==> src/rtl/order_seq_pkg.sv <==
// Shared constants for the order sequencer: opcode encodings, watchdog limit,
// operand select codes and the one-hot state encoding.
package order_seq_pkg;

    localparam logic [2:0] OP_ADD = 3'd0;
    localparam logic [2:0] OP_SUB = 3'd1;
    localparam logic [2:0] OP_MUL = 3'd2;
    localparam logic [2:0] OP_DIV = 3'd3;
    localparam logic [2:0] OP_AND = 3'd4;

    localparam int              WD_W     = 7;
    localparam logic [WD_W-1:0] WD_LIMIT = 7'd100;

    localparam logic [1:0] SEL_OP1 = 2'd0;
    localparam logic [1:0] SEL_OP2 = 2'd1;
    localparam logic [1:0] SEL_RES = 2'd2;

    typedef enum logic [13:0] {
        S_IDLE = 14'h0001,
        S_CLR  = 14'h0002,
        S_RD1  = 14'h0004,
        S_W1   = 14'h0008,
        S_LDA  = 14'h0010,
        S_RD2  = 14'h0020,
        S_W2   = 14'h0040,
        S_LDB  = 14'h0080,
        S_ORD  = 14'h0100,
        S_WAIT = 14'h0200,
        S_WR   = 14'h0400,
        S_WW   = 14'h0800,
        S_FIN  = 14'h1000,
        S_ERR  = 14'h2000
    } state_e;

    function automatic logic op_legal(input logic [2:0] op);
        return (op <= OP_AND);
    endfunction

endpackage

==> src/rtl/order_seq_watchdog.sv <==
// Cycle watchdog for the arithmetic wait: cleared on demand, counts while
// enabled, and flags expiry on the cycle the count reaches the limit.
module order_watchdog
    import order_seq_pkg::*;
(
    input  logic clk,
    input  logic resetn,
    input  logic clear,
    input  logic enable,
    output logic expired
);

    logic [WD_W-1:0] count_q;
    logic [WD_W-1:0] count_d;

    // Expiry is seen during the 100th enabled cycle so the owner can leave then.
    assign expired = enable && (count_q == (WD_LIMIT - 7'd1));

    always_comb begin
        count_d = count_q;
        if (clear) begin
            count_d = '0;
        end else if (enable && !expired) begin
            count_d = count_q + 7'd1;
        end
    end

    always_ff @(posedge clk) begin
        if (!resetn) begin
            count_q <= '0;
        end else begin
            count_q <= count_d;
        end
    end

endmodule

==> src/rtl/order_seq.sv <==
// Sequencer for one arithmetic order: fetch two operands into the arithmetic
// stage, issue the order, wait for the answer and write the result back.
module order_seq
    import order_seq_pkg::*;
(
    input  logic       clk,
    input  logic       resetn,
    input  logic       start,
    input  logic [2:0] opcode,
    input  logic       abs_flag,
    input  logic       abort,
    input  logic       mem_rd_done,
    input  logic       mem_wr_done,
    input  logic       ac_answer,
    output logic       mem_rd_req,
    output logic       mem_wr_req,
    output logic [1:0] operand_sel,
    output logic       clear_a,
    output logic       move_c_to_a,
    output logic       move_c_to_b,
    output logic       order_add,
    output logic       order_sub,
    output logic       order_mul,
    output logic       order_div,
    output logic       order_and,
    output logic       ctrl_abs,
    output logic       busy,
    output logic       done,
    output logic       err,
    output logic       fault,
    output state_e     dbg_state
);

    state_e     state_q, state_d;
    logic [2:0] opcode_q, opcode_d;
    logic       abs_q, abs_d;
    logic       fault_q, fault_d;
    logic [1:0] sel_q, sel_d;

    logic wd_clear;
    logic wd_enable;
    logic wd_expired;

    order_watchdog u_watchdog (
        .clk     (clk),
        .resetn  (resetn),
        .clear   (wd_clear),
        .enable  (wd_enable),
        .expired (wd_expired)
    );

    always_comb begin
        state_d   = state_q;
        opcode_d  = opcode_q;
        abs_d     = abs_q;
        fault_d   = fault_q;
        wd_clear  = 1'b0;
        wd_enable = 1'b0;

        case (state_q)
            S_IDLE: begin
                if (start) begin
                    if (op_legal(opcode)) begin
                        opcode_d = opcode;
                        abs_d    = abs_flag;
                        fault_d  = 1'b0;
                        state_d  = S_CLR;
                    end else begin
                        state_d  = S_ERR;
                    end
                end
            end
            S_CLR:  state_d = S_RD1;
            S_RD1:  state_d = S_W1;
            S_W1:   if (mem_rd_done) state_d = S_LDA;
            S_LDA:  state_d = S_RD2;
            S_RD2:  state_d = S_W2;
            S_W2:   if (mem_rd_done) state_d = S_LDB;
            S_LDB:  state_d = S_ORD;
            S_ORD: begin
                wd_clear = 1'b1;
                state_d  = S_WAIT;
            end
            S_WAIT: begin
                wd_enable = 1'b1;
                // An answer arriving on the expiry cycle still counts as success.
                if (ac_answer) begin
                    state_d = S_WR;
                end else if (wd_expired) begin
                    state_d = S_ERR;
                end
            end
            S_WR:   state_d = S_WW;
            S_WW:   if (mem_wr_done) state_d = S_FIN;
            S_FIN:  state_d = S_IDLE;
            S_ERR:  state_d = S_IDLE;
            default: state_d = S_IDLE;
        endcase

        if (abort && (state_q != S_IDLE)) begin
            state_d = S_IDLE;
        end

        if ((state_d == S_ERR) && (state_q != S_ERR)) begin
            fault_d = 1'b1;
        end
    end

    // operand_sel follows the request state being entered and holds until the next one.
    always_comb begin
        sel_d = sel_q;
        case (state_d)
            S_RD1:   sel_d = SEL_OP1;
            S_RD2:   sel_d = SEL_OP2;
            S_WR:    sel_d = SEL_RES;
            default: sel_d = sel_q;
        endcase
    end

    always_ff @(posedge clk) begin
        if (!resetn) begin
            state_q  <= S_IDLE;
            opcode_q <= 3'd0;
            abs_q    <= 1'b0;
            fault_q  <= 1'b0;
            sel_q    <= SEL_OP1;
        end else begin
            state_q  <= state_d;
            opcode_q <= opcode_d;
            abs_q    <= abs_d;
            fault_q  <= fault_d;
            sel_q    <= sel_d;
        end
    end

    assign clear_a     = (state_q == S_CLR);
    assign mem_rd_req  = (state_q == S_RD1) || (state_q == S_RD2);
    assign move_c_to_a = (state_q == S_LDA);
    assign move_c_to_b = (state_q == S_LDB);
    assign mem_wr_req  = (state_q == S_WR);
    assign done        = (state_q == S_FIN);
    assign err         = (state_q == S_ERR);
    assign busy        = (state_q != S_IDLE);

    assign order_add = (state_q == S_ORD) && (opcode_q == OP_ADD);
    assign order_sub = (state_q == S_ORD) && (opcode_q == OP_SUB);
    assign order_mul = (state_q == S_ORD) && (opcode_q == OP_MUL);
    assign order_div = (state_q == S_ORD) && (opcode_q == OP_DIV);
    assign order_and = (state_q == S_ORD) && (opcode_q == OP_AND);

    assign operand_sel = sel_q;
    assign ctrl_abs    = abs_q;
    assign fault       = fault_q;
    assign dbg_state   = state_q;

endmodule

==> config.mk <==
export PLATFORM = sky130hd
export DESIGN_NAME = order_seq
export DESIGN_NICKNAME = d
export VERILOG_FILES = /design/src/rtl/order_seq_pkg.sv /design/src/rtl/order_seq_watchdog.sv /design/src/rtl/order_seq.sv
export SDC_FILE = /design/constraint.sdc
export NUM_CORES = 1
export LEC_CHECK = 0
export CAP_MARGIN = 10
export CORE_MARGIN = 2
export CORE_UTILIZATION = 51
export DETAILED_ROUTE_END_ITERATION = 7
export PLACE_DENSITY = 0.8
export SLEW_MARGIN = 20
export SYNTH_ARGS = -nofsm -noshare
export SYNTH_HDL_FRONTEND = slang
export SYNTH_SLANG_ARGS = --single-unit
export TNS_END_PERCENT = 10
==> constraint.sdc <==
create_clock -name clk -period 5.9 [get_ports clk]
set_input_delay 0.59 -clock clk [delete_from_list [all_inputs] [get_ports clk]]
set_output_delay 0.59 -clock clk [all_outputs]
set_load 0.005 [all_outputs]
==> results.toml <==
[sta]
slew_headroom_pct = 59.4
timing.final.ws_setup_ps = 2610
grt_setup_unrepaired = "false"
clock_skew_ps = 9.85
tns_ps = 0
worst_hold_slack_ps = 478
timing.final.hold_violations = 0
fin_crit_ps = 3290
worst_slew_pin_slew_ps = 603
final_max_slew_viol_count = 0
fmax_mhz = 304
finalSetupViolations = 0
period_share_pct = 55.7

[critical_path]
reg2reg_depth = 5
cp_cell_sequence = "nor4_1 > nand3_1 > nor4_1 > clkdlybuf4s50_1"
critPathLaunch = "dbg_state[1]"
arrival_ps = 2700
r2r_end = "dbg_state[7]"
r2r-start = "dbg_state[6]"
endpoint = "move_c_to_a"
rrSetupSlack_ps = 3570
path_class = "reg2out"
slowest_delay_ps = 600
critPathCaptureType = "output port"
slowest_stage = "clkdlybuf4s50_1"
crit_top_cell = "nor4_1"
start_kind = "flip-flop"
path_max_fanout = 10
worstPathRequired_ps = 5310

[clock_network]
cts_buffers = 3
cts_resized = 0
htreeDepth = 1
clkSlewWorstSetupHoldPaths_ps = 150
clock_latency_ps = 340
cts_setup_buffers = 0
holdBufCountCts = 0
root_buffer = "clkbuf_4"
cts_tree = "done"
cts_sinks = 28
clockBufferDepth = 2

[detailed_routing]
wl_um = 3860
vias_per_cell = 6.23
dr_total_vias = 1519
routedWlPerCell_um = 15.8
drt_first_pass_iters = 4
postRouteAntennaNets = 0
drc = 0
drt_iter0_drc = 98

[job]
maxCapViolations = 0

[placed_design]
dpl_cell_area_um2 = 1910
gp_congestion = 0.837
place_ws_ps = 3050
port_buffers = 41
dp_hpwl_um = 2900
placedCellCount = 240

[global_routing]
grt_pass1_wl_um = 6260
grt_pass1_vias = 1420
grt_overflow = 0
antenna_found_initial = 0
grt.total_usage_pct = 23.9
grt_max_degree = 17

[logic_synthesis]
synth_edf_count = 0
yosys.area.top_type = "dfxtp_1"
syn_inst = 174
synth_fp_nets = 186
synth.distinct_cells = 42
yosys_register_bits = 28
yosysTopAreaCellShare_pct = 37.5
ys_seq_area_share_pct = 37.5
synth_flop_cell = "dfxtp_1"
yosys_warnings = 0
ys_async_sr_fraction_pct = 0
ys_top_cells_by_area = "dfxtp_1 37%, nor2_1 4.5%, nor4_1 3.8%"
syn_area_per_cell_um2 = 8.59
synth_area_um2 = 1500

[cells_and_area]
final_area_um2 = 1960
final_cells = 244
layout_common_cells = "41 x clkdlybuf4s50_1, 28 x dfxtp_1, 18 x nor2_1"
layout_commonest_cell = "clkdlybuf4s50_1"
drive_gt1_share_pct = 8.92
regArea_um2 = 561
nets = 226
area_growth_pct = 31.2
multi_input_area_um2 = 896
nFillCells = 228
diodes = 0

[die]
rows = 19
io-pin-count = 42
fp.dieW_um = 58.1
die_height_um = 58.1
initial_core_util_pct = 53.8
design.die.area_um2 = 3380
core_um2 = 2780

[pwr]
power.density_nw_per_um2 = 210
leakage_nw = 0.665
peakVddDrop_mv = 0.181

[min_path]
hold_path_class = "reg2reg"

[run_status]
status = "finished, final reports clean"
==> how the worst min path moves through the flow <==
stage,slack [ps],startpoint,end,depth (start not counted)
CTS,480,ctrl_abs,ctrl_abs,2
global placement,450,ctrl_abs,ctrl_abs,2
floorplan,450,ctrl_abs,ctrl_abs,2
global route,500,ctrl_abs,ctrl_abs,2
detailed placement,450,ctrl_abs,ctrl_abs,2
finish,480,ctrl_abs,ctrl_abs,2
==> state kept, by name, indices dropped and copies added, names as in the netlist <==
| name | flops |
|---|---|
| ctrl_abs | 1 |
| dbg_state | 14 |
| fault | 1 |
| opcode_q | 3 |
| operand_sel | 2 |
| u_watchdog.count_q | 7 |
==> cell families (layout without fill, tap and decap cells) <==
kind of cell	after synthesis	count (layout)	share of synthesized area [%]
AOI/OAI and AO/OA	31	31	13.4
adders and majority gates	1	1	0.837
and+or+nand+nor	98	98	40.3
muxes	2	2	1.34
buffers and inverters	7	46	2.59
xor gates and xnor gates	7	7	4.10
DFF	28	28	37.5
==> cells in the mapped netlist, types with 4 or more instances <==
cell / count
nand4_1: 4
nor4_1: 9
nor3b_1: 4
nand2_1: 13
nor2_1: 18
a21oi_1: 6
nand3_1: 6
nand3b_1: 5
xor2_1: 6
nand2b_1: 5
o21ai_0: 9
nor3_1: 7
nor4b_1: 6
dfxtp_1: 28
==> per-layer routing <==
layer | global-route usage (%) | vias to the layer above | part of all wire [%]
met4 | 9.30 | 0 | 1.6
met5 | 0 | - | 0
met1 | 30.8 | 726 | 45
met3 | 3.79 | 7 | 6.5
li1 | - | 725 | -
met2 | 40.1 | 61 | 47
==> metrics by stage <==
step,utilization (%),power [mW]
after floorplan,-,0.250
after global placement,68.6,0.282
after detailed placement,68.6,0.285
after CTS,70.5,0.412
after global routing,70.5,0.425
final,70.5,0.412
==> area by class of cell <==
| class | count | area share (%) |
|---|---|---|
| Multi-Input combinational cell | 139 | 45.7 |
| Sequential cell | 28 | 28.6 |
| Timing Repair Buffer | 41 | 20.9 |
| Tap cell | 31 | 1.98 |
| Clock inverter | 1 | 1.53 |
| Clock buffer | 3 | 1.15 |
| Inverter | 1 | 0.191 |
==> report_power, final <==
part / internal [mW] / switching [mW] / total, mW
combinational: 0.0374 / 0.0408 / 0.0783
clock: 0.0688 / 0.0597 / 0.129
sequential: 0.195 / 0.00935 / 0.205
total: 0.302 / 0.110 / 0.412
==> worst max-delay path, delay by kind of cell, from the launching register on <==
| family | cells | cell delay, ps |
|---|---|---|
| buffers and inverters | 1 | 600 |
| flip-flops | 1 | 430 |
| AND/OR/NAND/NOR | 3 | 1330 |
Power figures use the tool's default switching activity.
==> RTL change 1: new RTL, same settings <==
Register the input `opcode` before use, cleared by the reset. The logic sees it one clock later. The other inputs are not delayed to match.
--- a/src/rtl/order_seq.sv
+++ b/src/rtl/order_seq.sv
@@ -31,6 +31,16 @@
     output state_e     dbg_state
 );
 
+    logic [2:0] opcode_r;
+
+    always_ff @(posedge clk) begin
+        if (!resetn) begin
+            opcode_r <= '0;
+        end else begin
+            opcode_r <= opcode;
+        end
+    end
+
     state_e     state_q, state_d;
     logic [2:0] opcode_q, opcode_d;
     logic       abs_q, abs_d;
@@ -60,8 +70,8 @@
         case (state_q)
             S_IDLE: begin
                 if (start) begin
-                    if (op_legal(opcode)) begin
-                        opcode_d = opcode;
+                    if (op_legal(opcode_r)) begin
+                        opcode_d = opcode_r;
                         abs_d    = abs_flag;
                         fault_d  = 1'b0;
                         state_d  = S_CLR;
Formal check against the unedited RTL: not equivalent (a bounded check fails within 4 cycles, from zero or initial values and one cycle with resetn low).
==> RTL change 1 against the original RTL <==
Wire length up 9.8%; design area increased by 13%; core utilization is 3.9 points lower; sequential power rose by 7%; power shrank 4.2%; sequential cell count is 3 higher; combinational power down 40%; area after synthesis grew 18%; setup slack better by 0.20 ns; clock skew grew 0.0031 ns; via count up 12%; largest cell class unchanged.
==> RTL change 1: results (changes against the original RTL) <==
Tmin final -> 3.087 ns (was 3.286 ns)
Clock Skew -> 0.01298 ns (was 0.009854 ns)
Worst VDD drop -> 0.00007875 V (was 0.0001810 V)
hold worst-path end -> operand_sel[0] (was ctrl_abs)
status -> completed (unchanged)
Total GRT Usage -> 0.2252 (was 0.2392)
placed wire-length estimate -> 3093 um (was 2899 um)
met2 usage -> 0.3657 (was 0.4010)
First DRT Iteration DRCs -> 76 (was 98)
FF-to-FF End -> dbg_state[9] (was dbg_state[7])
clk slew on worst S/H paths -> 0.09 ns (was 0.15 ns)
met3 routed WL -> 205 um (was 251 um)
CP Launch Point -> dbg_state[7] (was dbg_state[1])
metal2 WL -> 2006 um (was 1830 um)
Compound-Gate Fraction of Synth Area -> 0.1819 (was 0.1339)
largest net degree at the start of global routing -> 16 (was 17)
worst endpoint data arrival time -> 2.50 ns (was 2.70 ns)
met1 WL -> 1947 um (was 1722 um)
critical register-to-register path startpoint -> dbg_state[1] (was dbg_state[6])
GR Layer Usage met1 -> 0.2836 (was 0.3079)
first-pass GRT wire length -> 7107 um (was 6258 um)
DP Cell Count -> 286 (was 240)
library cells used by synthesis -> 56 (was 42)
crit-path max FO -> 11 (was 10)
Slew headroom -> 0.4846 (was 0.5942)
Worst R2R Setup Slack -> 3.80 ns (was 3.57 ns)
H-tree Lvls -> 2 (was 1)
Post-Synth XOR/XNOR Area -> 0.04954 (was 0.04100)
RD Place Congestion -> 0.8947 (was 0.8368)
Final nets -> 259 (was 226)
layout cells sized above 1 -> 0.08097 (was 0.08920)
Routed WL per cell -> 14.47 um (was 15.84 um)
Post-Place Cell Area -> 2167 um^2 (was 1909 um^2)
hold path startpoint -> operand_sel[0] (was ctrl_abs)
met3 usage -> 0.05586 (was 0.03795)
top post-synthesis cells by count -> 31 x dfxtp_1, 25 x nor2_1, 13 x nand2_1, 13 x o21ai_0, 10 x nand4_1 (was 28 x dfxtp_1, 18 x nor2_1, 13 x nand2_1, 9 x nor4_1, 9 x o21ai_0)
Hold WS -> 0.4635 ns (was 0.4777 ns)
pre-CTS setup slack -> 3.186 ns (was 3.051 ns)
total CTS buffers -> 5 (was 3)
## RTL change 1: final cells by class
cell class | instances | area, um^2
Fill cell | 306 | 1114
Multi-Input combinational cell | 163 | 1060
Sequential cell | 31 | 620.6
Timing Repair Buffer | 41 | 410.4
Tap cell | 46 | 57.56
Clock buffer | 6 | 51.30
Inverter | 5 | 18.77
Clock inverter | 1 | 5.005
## RTL change 1: power by group
part / total (mW) / internal [mW] / switching (mW)
logic: 0.0471 / 0.0226 / 0.0244
registers: 0.219 / 0.213 / 0.00607
clock network: 0.128 / 0.0551 / 0.0725
total: 0.394 / 0.291 / 0.103
## RTL change 1: worst max-delay path, stage by stage, from the launching register on
cell and delay, ns:
dfxtp_1 0.45, nor4_4 0.50, nand4_1 0.32, nor4b_1 0.35, clkdlybuf4s50_1 0.55
## RTL change 1: cells by family after synthesis
kind of cell               count (synthesis)
adders and majority gates                  1
buffers and inverters                     16
muxes                                      1
DFF                                       31
AOI/OAI and AO/OA                         46
and+or+nand+nor                          105
xor gates and xnor gates                  10
==> RTL change 2: new RTL, same flow settings <==
Made on the original files. Set the package constant `WD_W` to 14 (it was 7).
--- a/src/rtl/order_seq_pkg.sv
+++ b/src/rtl/order_seq_pkg.sv
@@ -8,7 +8,7 @@
     localparam logic [2:0] OP_DIV = 3'd3;
     localparam logic [2:0] OP_AND = 3'd4;
 
-    localparam int              WD_W     = 7;
+    localparam int              WD_W     = 14;
     localparam logic [WD_W-1:0] WD_LIMIT = 7'd100;
 
     localparam logic [1:0] SEL_OP1 = 2'd0;
Formal check against the unedited RTL: same outputs for any inputs over 10 cycles, from zero or initial values and one cycle with resetn low; that may be too few to reach the edited logic, so the function may still have changed.
==> RTL change 2 against the original RTL <==
Sequential cell count is 7 higher; area after synthesis is 32% higher; design area is 27% higher; setup slack better by 0.12 ns; critical endpoint is now order_sub; die area is 29% higher; critical path type unchanged; power is 21% higher; register-to-register slack worse by 0.27 ns; wire length is 27% higher; via count is 27% higher.
==> RTL change 2: results (changes against the original RTL) <==
mux contribution to synthesized area -> 0.005083 (was 0.01339)
Compound-Gate Fraction of Synth Area -> 0.1290 (was 0.1339)
Routed WL -> 4926 um (was 3864 um)
worst endpoint data arrival time -> 2.57 ns (was 2.70 ns)
synthesized-area fraction occupied by adder cells -> 0.006353 (was 0.008368)
ys async rst share -> 0 (unchanged)
top post-synthesis cells by count -> 35 x dfxtp_1, 22 x nor2_1, 16 x nand2_1, 13 x o21ai_0, 9 x nand4_1 (was 28 x dfxtp_1, 18 x nor2_1, 13 x nand2_1, 9 x nor4_1, 9 x o21ai_0)
vias in the first global route -> 1818 (was 1420)
clk slew on worst S/H paths -> 0.07 ns (was 0.15 ns)
total CTS buffers -> 5 (was 3)
RD Place Congestion -> 0.9404 (was 0.8368)
CP Launch Point -> dbg_state[6] (was dbg_state[1])
Port-buffer cells -> 41 (unchanged)
Leak Pwr -> 0.8744 nW (was 0.6647 nW)
crit-path max cell delay -> 0.58 ns (was 0.60 ns)
H-tree Lvls -> 2 (was 1)
Syn Area/Cell -> 8.489 um^2 (was 8.593 um^2)
Worst VDD drop -> 0.0001550 V (was 0.0001810 V)
Slew @ Worst Pin -> 0.8472 ns (was 0.6032 ns)
crit-path max FO -> 10 (unchanged)
Hold Crit Class -> flop to flop (unchanged)
syn_nets -> 244 (was 186)
Clock Skew -> 0.005780 ns (was 0.009854 ns)
Total GRT Usage -> 0.2503 (was 0.2392)
first-pass GRT wire length -> 8431 um (was 6258 um)
Final nets -> 282 (was 226)
library cells used by synthesis -> 45 (was 42)
crit-path leading delay family -> simple AND/OR/NAND/NOR gates (unchanged)
largest net degree at the start of global routing -> 15 (was 17)
detailed-route via count -> 1934 (was 1519)
Initial DRT Pass Iterations -> 4 (unchanged)
sequential cell area fraction in the yosys report -> 0.3558 (was 0.3749)
Clock Tree Buf Depth -> 2 (unchanged)
post-CTS setup buffers -> 0 (unchanged)
Worst path slowest cell -> nor4_4 (was clkdlybuf4s50_1)
Clk Latency, worst-skew pair -> 0.29 ns (was 0.34 ns)
Yosys warnings -> 0 (unchanged)
ANT cells -> 0 (unchanged)
status -> completed (unchanged)
synth top area cells -> dfxtp_1 36%, nor2_1 4.2%, nor4b_1 3.6% (was dfxtp_1 37%, nor2_1 4.5%, nor4_1 3.8%)
First DRT Iteration DRCs -> 117 (was 98)
critical register-to-register path startpoint -> dbg_state[9] (was dbg_state[6])
Post-Synth XOR/XNOR Area -> 0.05337 (was 0.04100)
placed wire-length estimate -> 3552 um (was 2899 um)
layout cells sized above 1 -> 0.06296 (was 0.08920)
DP Cell Count -> 311 (was 240)
post-CTS sizing -> 0 (unchanged)
fill cell count -> 325 (was 228)
non-filler instance count after layout -> 318 (was 244)
Root Buffer -> clkbuf_8 (was clkbuf_4)
initial antenna violation count -> 0 (unchanged)
hold path startpoint -> ctrl_abs (unchanged)
==> RTL change 2: report_power, final <==
part / total (mW) / switching (mW) / leakage (nW) / internal (mW)
registers: 0.249 / 0.00746 / 0.283 / 0.241
logic: 0.0711 / 0.0391 / 0.544 / 0.0321
clock network: 0.178 / 0.0865 / 0.0470 / 0.0915
==> RTL change 2: cells by family (layout without fill, tap and decap cells) <==
group	count (synthesis)	in the layout
DFF	35	35
buffers and inverters	16	54
muxes	1	1
adders and majority gates	1	1
xor gates and xnor gates	12	12
and+or+nand+nor	127	127
AOI/OAI and AO/OA	40	40
==> RTL change 2: path summary, 6_finish.rpt <==
| path | cells past startpoint | end | slack, ns |
|---|---|---|---|
| max | 5 | order_sub | 2.74 |
| max reg2reg | 6 | dbg_state[0] | 3.30 |
| min reg2reg | 2 | ctrl_abs | 0.46 |
| min | 2 | ctrl_abs | 0.46 |
==> RTL change 2: layout make-up <==
cell class | count | share of cell area
tap | 48 | 0.02412
inverter | 5 | 0.007538
sequential | 35 | 0.2814
multi-input combinational | 181 | 0.4839
clock inverter | 1 | 0.002010
timing repair buffer | 42 | 0.1678
clock buffer | 6 | 0.03317
==> RTL change 2: routing by layer <==
layer	wire length (um)	track usage	up-vias
met5	0	0	-
met4	84	0.1097	0
met3	205	0.04089	8
met2	2189	0.3813	58
met1	2446	0.3467	918
li1	-	-	950
==> RTL change 2: worst min-delay path, stage by stage, from the launching register on <==
cell and delay (ns):
dfxtp_1 0.31, nand2_1 0.05, a21boi_1 0.05
==> RTL change 2: through the flow <==
step	utilization	worst slack [ns]	total power [mW]	cell area (um^2)
2_1_floorplan	-	3.715	0.2932	1969
3_3_place_gp	0.6513	3.123	0.3234	2402
3_5_place_dp	0.6513	3.060	0.3241	2402
4_1_cts	0.6750	2.745	0.4992	2490
5_1_grt	0.6750	2.488	0.5176	2490
6_report	0.6750	2.737	0.4977	2490
